### src/rtl/decode_stage.sv
// decode_stage: registered instruction-decode stage between fetch and execute.
// Decodes {op, rd, rs1, rs2} into a control bundle held in one pipeline register,
// with valid/ready on both sides, a one-entry load scoreboard for load-use stalls,
// and an illegal-opcode flag.
// Ports:
//   clk, rst_n                 clock, async active-low reset
//   in_instr, in_valid         instruction from fetch
//   in_ready                   decode accepts in_instr this cycle (combinational)
//   flush                      drop the held bundle, block issue this cycle
//   out_valid, out_ready       bundle handshake toward execute
//   out_rd/out_rs1/out_rs2     registered register fields
//   out_imm                    registered immediate {rd, rs1}
//   reg_src..illegal           registered control bundle
module decode_stage #(
  parameter int unsigned REG_AW   = 4,
  parameter int unsigned LOAD_LAT = 2
) (
  input  logic                  clk,
  input  logic                  rst_n,
  input  logic [4+3*REG_AW-1:0] in_instr,
  input  logic                  in_valid,
  output logic                  in_ready,
  input  logic                  flush,
  output logic                  out_valid,
  input  logic                  out_ready,
  output logic [REG_AW-1:0]     out_rd,
  output logic [REG_AW-1:0]     out_rs1,
  output logic [REG_AW-1:0]     out_rs2,
  output logic [2*REG_AW-1:0]   out_imm,
  output logic [1:0]            reg_src,
  output logic [1:0]            imm_src,
  output logic                  alu_src,
  output logic [2:0]            alu_op,
  output logic [1:0]            flag_w,
  output logic [1:0]            br_cond,
  output logic                  pcs,
  output logic                  reg_w,
  output logic                  mem_w,
  output logic                  mem_to_reg,
  output logic                  illegal
);

  localparam int unsigned INSTR_W = 4 + 3*REG_AW;
  localparam int unsigned IMM_W   = 2*REG_AW;
  localparam int unsigned CNT_W   = $clog2(LOAD_LAT + 1);

  typedef struct packed {
    logic [1:0] reg_src;
    logic [1:0] imm_src;
    logic       alu_src;
    logic [2:0] alu_op;
    logic [1:0] flag_w;
    logic [1:0] br_cond;
    logic       pcs;
    logic       reg_w;
    logic       mem_w;
    logic       mem_to_reg;
    logic       illegal;
  } ctrl_t;

  // Instruction field split
  logic [3:0]        op_c;
  logic [REG_AW-1:0] rd_c, rs1_c, rs2_c;
  logic [IMM_W-1:0]  imm_c;

  assign op_c  = in_instr[INSTR_W-1 -: 4];
  assign rd_c  = in_instr[3*REG_AW-1 -: REG_AW];
  assign rs1_c = in_instr[2*REG_AW-1 -: REG_AW];
  assign rs2_c = in_instr[REG_AW-1:0];
  assign imm_c = in_instr[3*REG_AW-1 -: IMM_W];

  // Opcode decode: control bundle plus which register fields are read
  ctrl_t dec_c;
  logic  use_rd_c, use_rs1_c, use_rs2_c, is_ldr_c;

  always_comb begin
    dec_c     = '0;
    use_rd_c  = 1'b0;
    use_rs1_c = 1'b0;
    use_rs2_c = 1'b0;
    is_ldr_c  = 1'b0;
    case (op_c)
      4'h0: begin
        dec_c.reg_w  = 1'b1;
        dec_c.flag_w = 2'b11;
        use_rs1_c    = 1'b1;
        use_rs2_c    = 1'b1;
      end
      4'h1: begin
        dec_c.reg_w  = 1'b1;
        dec_c.alu_op = 3'b001;
        dec_c.flag_w = 2'b11;
        use_rs1_c    = 1'b1;
        use_rs2_c    = 1'b1;
      end
      4'hA: begin
        dec_c.reg_w   = 1'b1;
        dec_c.reg_src = 2'b01;
        dec_c.alu_op  = 3'b001;
        dec_c.flag_w  = 2'b11;
        use_rs2_c     = 1'b1;
      end
      4'h2, 4'h3, 4'h4, 4'h5: begin
        dec_c.pcs     = 1'b1;
        dec_c.alu_src = 1'b1;
        dec_c.imm_src = 2'b10;
        dec_c.br_cond = 2'(op_c - 4'h2);
      end
      4'h6: begin
        dec_c.reg_w   = 1'b1;
        dec_c.alu_src = 1'b1;
        dec_c.alu_op  = 3'b010;
      end
      4'h7: begin
        dec_c.reg_w      = 1'b1;
        dec_c.alu_src    = 1'b1;
        dec_c.imm_src    = 2'b01;
        dec_c.mem_to_reg = 1'b1;
        use_rs1_c        = 1'b1;
        is_ldr_c         = 1'b1;
      end
      4'h8: begin
        dec_c.reg_w  = 1'b1;
        dec_c.alu_op = 3'b011;
        use_rs1_c    = 1'b1;
        use_rs2_c    = 1'b1;
      end
      4'h9: begin
        dec_c.mem_w   = 1'b1;
        dec_c.alu_src = 1'b1;
        dec_c.imm_src = 2'b01;
        dec_c.reg_src = 2'b10;
        use_rs1_c     = 1'b1;
        use_rd_c      = 1'b1;
      end
      default: begin
        // Illegal opcodes still flow, but with every side effect suppressed
        dec_c.illegal = 1'b1;
      end
    endcase
  end

  // Load scoreboard state
  logic              ld_pend;
  logic [REG_AW-1:0] ld_rd;
  logic [CNT_W-1:0]  ld_cnt;

  // Stall a reader of the in-flight load target, or a second load (one entry only).
  // Register 0 is checked like any other index.
  logic hazard_c, issue_c;

  assign hazard_c = ld_pend & ((use_rd_c  & (rd_c  == ld_rd)) |
                               (use_rs1_c & (rs1_c == ld_rd)) |
                               (use_rs2_c & (rs2_c == ld_rd)) |
                               is_ldr_c);
  assign in_ready = (~out_valid | out_ready) & ~hazard_c & ~flush;
  assign issue_c  = in_valid & in_ready;

  // Pipeline register; fields hold while stalled or after the bundle leaves
  ctrl_t ctrl_q;

  always_ff @(posedge clk or negedge rst_n) begin
    if (!rst_n) begin
      out_valid <= 1'b0;
      ctrl_q    <= '0;
      out_rd    <= '0;
      out_rs1   <= '0;
      out_rs2   <= '0;
      out_imm   <= '0;
    end else begin
      if (flush) begin
        out_valid <= 1'b0;
      end else if (issue_c) begin
        out_valid <= 1'b1;
      end else if (out_ready) begin
        out_valid <= 1'b0;
      end
      if (issue_c) begin
        ctrl_q  <= dec_c;
        out_rd  <= rd_c;
        out_rs1 <= rs1_c;
        out_rs2 <= rs2_c;
        out_imm <= imm_c;
      end
    end
  end

  // Scoreboard: a newly issued load always reloads the entry.
  // flush leaves it alone since the issued load is already in flight.
  always_ff @(posedge clk or negedge rst_n) begin
    if (!rst_n) begin
      ld_pend <= 1'b0;
      ld_rd   <= '0;
      ld_cnt  <= '0;
    end else if (issue_c && is_ldr_c) begin
      ld_pend <= 1'b1;
      ld_rd   <= rd_c;
      ld_cnt  <= CNT_W'(LOAD_LAT);
    end else if (ld_pend) begin
      ld_cnt <= ld_cnt - CNT_W'(1);
      if (ld_cnt == CNT_W'(1)) begin
        ld_pend <= 1'b0;
      end
    end
  end

  assign reg_src    = ctrl_q.reg_src;
  assign imm_src    = ctrl_q.imm_src;
  assign alu_src    = ctrl_q.alu_src;
  assign alu_op     = ctrl_q.alu_op;
  assign flag_w     = ctrl_q.flag_w;
  assign br_cond    = ctrl_q.br_cond;
  assign pcs        = ctrl_q.pcs;
  assign reg_w      = ctrl_q.reg_w;
  assign mem_w      = ctrl_q.mem_w;
  assign mem_to_reg = ctrl_q.mem_to_reg;
  assign illegal    = ctrl_q.illegal;

endmodule

### config.mk
export PLATFORM = sky130hd
export DESIGN_NAME = decode_stage
export DESIGN_NICKNAME = d
export VERILOG_FILES = /design/src/rtl/decode_stage.sv
export SDC_FILE = /design/constraint.sdc
export NUM_CORES = 1
export LEC_CHECK = 0
export CAP_MARGIN = 15
export CORE_MARGIN = 2
export CORE_UTILIZATION = 45
export CTS_BUF_LIST = sky130_fd_sc_hd__clkbuf_4
export CTS_CLUSTER_SIZE = 14
export DETAILED_ROUTE_END_ITERATION = 12
export GPL_ROUTABILITY_DRIVEN = 0
export MAX_ROUTING_LAYER = met4
export PLACE_DENSITY = 0.79
export SLEW_MARGIN = 10
export SYNTH_ARGS = -nofsm -noshare
export SYNTH_HDL_FRONTEND = slang
export SYNTH_SLANG_ARGS = --single-unit
### constraint.sdc
create_clock -name clk -period 6.8 [get_ports clk]
set_clock_uncertainty 0.05 [all_clocks]
set_input_delay 2.04 -clock clk [delete_from_list [all_inputs] [get_ports clk]]
set_output_delay 2.04 -clock clk [all_outputs]
set_load 0.1 [all_outputs]
== After elaboration in Yosys (flattened, before gate mapping) ==
Cells that the tools add are included.

* Bits in registers: 45
* Output and inout bits: 39
* Word-level logic and storage cells: 82

* Eq/ne operators: 14
* Reduce and logical (&&, ||, !) cells: 13
* Bitwise operators: 14
* Multiplexer cells: 20
* Add/subtract/negate cells: 2

{| class="wikitable"
|+ Operators by type and width
! operator !! number
|-
| == test 4 x 3 -> 1 bit, second input constant || 4
|-
| 2-to-1 mux 1 bit || 13
|-
| == test 4 bit || 3
|-
| == test 4 bit, second input constant || 3
|-
| OR reduction 11 bit || 1
|-
| == test 4 x 2 -> 1 bit, second input constant || 2
|-
| one-hot mux 2 bit (2 select lines) || 2
|-
| OR reduction 4 bit || 2
|-
| AND 1 bit || 7
|-
| OR reduction 7 bit || 1
|-
| 2-to-1 mux 2 bit || 3
|-
| one-hot mux 2 bit (3 select lines) || 1
|-
| OR reduction 6 bit || 1
|-
| OR reduction 5 bit || 1
|-
| == test 4 x 1 -> 1 bit, second input constant || 1
|-
| zero test 4 bit || 1
|-
| bitwise OR 1 bit || 4
|-
| OR reduction 2 bit || 2
|-
| 2-to-1 mux 3 bit || 1
|-
| NOT 1 bit || 3
|-
| nonzero test 3 bit || 1
|-
| OR reduction 3 bit || 1
|-
| == test 2 x 1 -> 1 bit, second input constant || 1
|-
| nonzero test 2 bit || 1
|-
| other kinds (3) || 3
|}

== Logic depth before layout (Yosys ltp) ==
* Depth after elaboration: 14
* Mapped depth: 7

== Worst setup path after synthesis ==
No wires, ideal clock.

* Path kind: in2out
* Start point: in in_instr[13]
* End point: out in_ready
* Required time: 4.710 ns
* Setup slack: -0.340 ns
* Path buffers: 1
* Cell stages on the path: 6
* Data arrival time: 5.050 ns
* Cells stage by stage: buf_6 -> nor2_1 -> and3_1 -> a22oi_2 -> nand3_1 -> a211oi_1

* Word-level cells in the longest chain between the ends: 11

{| class="wikitable"
|+ RTL lines
! item !! RTL line !! text
|-
| start: declaration || 20 || <nowiki>input logic [4+3*REG_AW-1:0] in_instr,</nowiki>
|-
| == test 4 bit, or another cell as far along || 82 || <nowiki>case (op_c)</nowiki>
|-
| OR reduction 5 bit (no source line) || n/a ||
|-
| 2-to-1 mux 1 bit || 82 ||
|-
| AND 1 bit || 153 || <nowiki>(use_rs1_c & (rs1_c == ld_rd)) |</nowiki>
|-
| bitwise OR 1 bit || 152 || <nowiki>assign hazard_c = ld_pend & ((use_rd_c & (rd_c == ld_rd)) |</nowiki>
|-
| bitwise OR 1 bit || 153 ||
|-
| bitwise OR 1 bit * || 154 || <nowiki>(use_rs2_c & (rs2_c == ld_rd)) |</nowiki>
|-
| AND 1 bit * || 152 ||
|-
| NOT 1 bit * || 156 || <nowiki>assign in_ready = (~out_valid | out_ready) & ~hazard_c & ~flush;</nowiki>
|-
| AND 1 bit * (2 in series) || 156 ||
|-
| end: declaration || 22 || <nowiki>output logic in_ready,</nowiki>
|}

Mark *: on every way between the ends. The rest lies on a longest branch, timed or not.

== Final worst setup path ==
* Start point: in in_instr[14]
* End point: out in_ready

The elaborated chain is that of the path after synthesis.

==> metrics.txt <==
# TYPE chip_impl_metric gauge
chip_impl_metric{name="tritoncts.num_buffers",unit=""} 5
chip_impl_info{name="r2r_start",value="ld_rd[1]$_DFFE_PN0P_"} 1
chip_impl_info{name="cts-root-buf",value="clkbuf_4"} 1
chip_impl_metric{name="synth.cell_area",unit="sq um"} 1826
chip_impl_metric{name="worstPathBufferInverterCount",unit=""} 2
chip_impl_metric{name="dp_hpwl",unit="um"} 2739
chip_impl_metric{name="final.min_clock_period",unit="ns"} 6.171
chip_impl_metric{name="finish.utilization",unit=""} 0.6144
chip_impl_metric{name="die_area",unit="sq um"} 4582
chip_impl_metric{name="flow.area_growth_from_synthesis",unit="%"} 32.69
chip_impl_metric{name="critPathArrivalTime",unit="ns"} 4.08
chip_impl_metric{name="synth-xor-area-share",unit=""} 0.06717
chip_impl_metric{name="syn-num-nets",unit=""} 167
chip_impl_metric{name="fillers",unit=""} 318
chip_impl_metric{name="global_route_wire_length_before_repair",unit="um"} 5989
chip_impl_metric{name="row_count",unit=""} 23
chip_impl_metric{name="synth_largest_type_area_fraction",unit=""} 0.4661
chip_impl_info{name="synth_top_flop_cell",value="dfrtp_1"} 1
chip_impl_metric{name="synth-seq-area-share",unit=""} 0.4661
chip_impl_metric{name="core_area",unit="sq um"} 3943
chip_impl_metric{name="timing_worst_slew_pin_value",unit="ns"} 1.050
chip_impl_metric{name="cts_hold_repair.buffers",unit=""} 0
chip_impl_info{name="hold_worst_path_end",value="imm_src[1]$_DFFE_PN0P_"} 1
chip_impl_info{name="critPathKind",value="input port to primary output"} 1
chip_impl_info{name="hold_start",value="imm_src[1]$_DFFE_PN0P_"} 1
chip_impl_metric{name="initialDrtViolationCount",unit=""} 31
chip_impl_metric{name="p_per_area",unit="nW/um^2"} 358.6
chip_impl_metric{name="reg2reg_slack",unit="ns"} 4.19
chip_impl_metric{name="grt_overflow_total",unit=""} 0
chip_impl_metric{name="post_synth_inst_count",unit=""} 145
chip_impl_metric{name="fp.dieW",unit="um"} 67.69
chip_impl_info{name="grt_setup_unrepaired",value="no"} 1
chip_impl_metric{name="io_buffer_count",unit=""} 58
chip_impl_info{name="hp-class",value="flop to flop"} 1
chip_impl_metric{name="worst_hold_slack",unit="ns"} 0.4387
chip_impl_metric{name="vias_in_the_first_global_route",unit=""} 1289
chip_impl_metric{name="first_pass_iters",unit=""} 5
chip_impl_metric{name="clkLatencyLatePin",unit="ns"} 0.34
chip_impl_metric{name="clkSlewWorstSetupHoldPaths",unit="ns"} 0.10
chip_impl_metric{name="rr_worst_depth",unit=""} 5
chip_impl_metric{name="initial_antenna_violation_count",unit=""} 0
chip_impl_metric{name="critical_path.max_fanout",unit=""} 12
chip_impl_info{name="synthDominantAreaCellType",value="dfrtp_1"} 1
chip_impl_info{name="timing.rr.end",value="alu_op[0]$_DFFE_PN0P_"} 1
chip_impl_metric{name="num-nets-final",unit=""} 215
chip_impl_metric{name="max_vdd_drop",unit="mV"} 0.1741
chip_impl_info{name="path_delay_family",value="buffers and inverters"} 1
chip_impl_metric{name="route.detailed.vias_per_inst",unit=""} 5.205
chip_impl_metric{name="area.sequential",unit="sq um"} 850.8
chip_impl_metric{name="worst_slew_margin_rel",unit=""} 0.2999
chip_impl_metric{name="timing.final.max_slew_violations",unit=""} 0
chip_impl_metric{name="min_path_cells",unit=""} 1
chip_impl_metric{name="drc_errors",unit=""} 0
chip_impl_info{name="top_regs",value="ld_rd: 4 flops, out_rd: 4 flops, out_rs2: 4 flops"} 1
chip_impl_metric{name="yosys.area_share.adder",unit=""} 0.006854
chip_impl_info{name="worst_path_max_delay_cell",value="clkdlybuf4s50_1"} 1
chip_impl_metric{name="max_cap_viol_count",unit=""} 0
chip_impl_metric{name="chipHeight",unit="um"} 67.69
chip_impl_metric{name="clock-sinks",unit=""} 34
chip_impl_metric{name="power",unit="W"} 0.0008686
chip_impl_metric{name="h-tree-depth",unit=""} 2
chip_impl_metric{name="asyncSetResetFlopFracSynth",unit=""} 1.000
chip_impl_metric{name="critical-path-max-stage-delay",unit="ns"} 0.72
chip_impl_metric{name="lkg_pwr",unit="nW"} 1.112
chip_impl_metric{name="period_share",unit=""} 0.9075
chip_impl_metric{name="synth.area.mux_share",unit=""} 0.1871
chip_impl_metric{name="fmax",unit="MHz"} 162.1
chip_impl_metric{name="finalSetupViolCount",unit=""} 0
chip_impl_metric{name="placed_cells",unit=""} 236
chip_impl_info{name="run_status",value="finished clean"} 1
chip_impl_metric{name="initial_utilization",unit=""} 0.4630
chip_impl_metric{name="postCtsSetupBuffers",unit=""} 0
chip_impl_metric{name="multiInputGateArea",unit="sq um"} 822.0
chip_impl_metric{name="grt_start_max_net_pins",unit=""} 35
chip_impl_metric{name="wl",unit="um"} 3665
chip_impl_metric{name="synth_compound_gate_area_share",unit=""} 0.07882
chip_impl_info{name="cts_tree",value="done"} 1
chip_impl_metric{name="diodes",unit=""} 0
chip_impl_metric{name="yosysWarningCount",unit=""} 0
chip_impl_metric{name="track_usage",unit=""} 0.1862
chip_impl_metric{name="wl_per_cell",unit="um"} 15.02
chip_impl_metric{name="drive_above_1_share",unit=""} 0.2165
chip_impl_metric{name="fin_setup_tns",unit="ns"} 0
chip_impl_metric{name="synth_enable_flop_cells",unit=""} 0
chip_impl_metric{name="pin_count",unit=""} 60
chip_impl_info{name="synth_top_family_by_area",value="multiplexers"} 1
chip_impl_info{name="crit_chain",value="clkdlybuf4s50_1 > nor2_1 > and3_1 > a22oi_2 > nand3_1 > a211oi_2 > buf_12"} 1
chip_impl_metric{name="final_hold_viol_count",unit=""} 0
chip_impl_metric{name="synth_simple_gate_area_frac",unit=""} 0.1056
chip_impl_info{name="synth.area.top_cells",value="dfrtp_1, mux2_4, mux2_2"} 1
chip_impl_metric{name="mean_cell_area_of_the_mapped_netlist",unit="sq um"} 12.59
chip_impl_metric{name="total_vias_in_the_final_route",unit=""} 1270
chip_impl_metric{name="antenna_violating_nets_post_route",unit=""} 0
chip_impl_metric{name="final_cells",unit=""} 244
chip_impl_metric{name="clockBufferDepth",unit=""} 2
chip_impl_metric{name="crit_required",unit="ns"} 4.71
chip_impl_metric{name="post_cts_resized",unit=""} 0
chip_impl_info{name="startpoint_type",value="input port"} 1
chip_impl_metric{name="ys_seq_elements",unit=""} 34
chip_impl_info{name="critical_path.endpoint_type",value="primary output"} 1
chip_impl_metric{name="post_synth_num_cell_types",unit=""} 41
==> worst register-to-register path: stages (launching register included) <==
cell and delay [ns]:
dfrtp_1 0.45, xor2_1 0.16, nor4_1 0.39, a22oi_2 0.18
a31oi_4 0.84, mux2_2 0.44
==> kinds of logic (layout without fill, tap and decap cells) <==
logic type                 after synthesis  in the layout
adders and majority gates                1              1
other                                    1              1
buffers and inverters                   21             70
and+or+nand+nor                         31             31
AOI/OAI and AO/OA                       18             18
xor gates and xnor gates                14             14
muxes                                   25             25
DFF                                     34             34
==> cells in the mapped netlist, types with 3 or more instances <==
library cell  number
dfrtp_1           34
mux2_4            16
buf_4             11
mux2_2             9
nor2_1             9
xor2_1             8
xnor2_1            6
a21o_1             5
a21oi_1            4
inv_1              3
nor2b_1            3
nor3_1             3
==> cell usage in the layout, fill, tap and decap left out, types with 4 or more instances in the layout <==
master | Yosys | final
clkdlybuf4s50_1 | 0 | 57
clkbuf_4 | 0 | 5
mux2_2 | 9 | 9
dfrtp_1 | 34 | 34
xnor2_1 | 6 | 6
a21o_1 | 5 | 5
mux2_4 | 16 | 16
a21oi_1 | 4 | 4
nor2_1 | 9 | 9
xor2_1 | 8 | 8
==> routing by layer <==
layer  up-vias  wire length (um)  part of all wire  track usage
li1        592                 -                 -            -
met3         9               208             0.057      0.04333
met5         -                 0                 0            -
met2        51              1821              0.50       0.3100
met4         0                88             0.024      0.08673
met1       618              1547              0.42       0.2115
==> cell type report <==
type,instances,share of cell area
flip-flops and latches,34,0.3512
multi-input cells,90,0.3394
repair buffers,59,0.2469
well taps,50,0.02583
clock inverters,3,0.01653
clock buffers,5,0.01550
inverters,3,0.004649
==> report_power, final <==
part	internal (W)	leakage, nW	total [W]	switching (W)
Sequential	0.000237	0.428	0.000266	0.0000284
Clock	0.0000761	0.0450	0.000145	0.0000685
Combinational	0.000129	0.639	0.000458	0.000330
==> through the flow <==
| step | area, sq um | worst slack [ns] |
|---|---|---|
| floorplan | 1831 | 0.6088 |
| global placement | 2345 | 0.7295 |
| detailed placement | 2345 | 0.6354 |
| CTS | 2422 | 0.6420 |
| global route | 2422 | 0.4931 |
| finish | 2422 | 0.6291 |
==> how the worst max path moves through the flow <==
| stage | from | endpoint | slack (ns) | cells past startpoint |
|---|---|---|---|---|
| detailed placement | in_instr[14] | in_ready | 0.64 | 7 |
| CTS | in_instr[14] | in_ready | 0.64 | 7 |
| floorplan | in_instr[13] | in_ready | 0.61 | 6 |
| global placement | in_instr[14] | in_ready | 0.73 | 7 |
| finish | in_instr[14] | in_ready | 0.63 | 7 |
| global route | in_instr[14] | in_ready | 0.49 | 7 |
(Power assumes the default switching activity.)
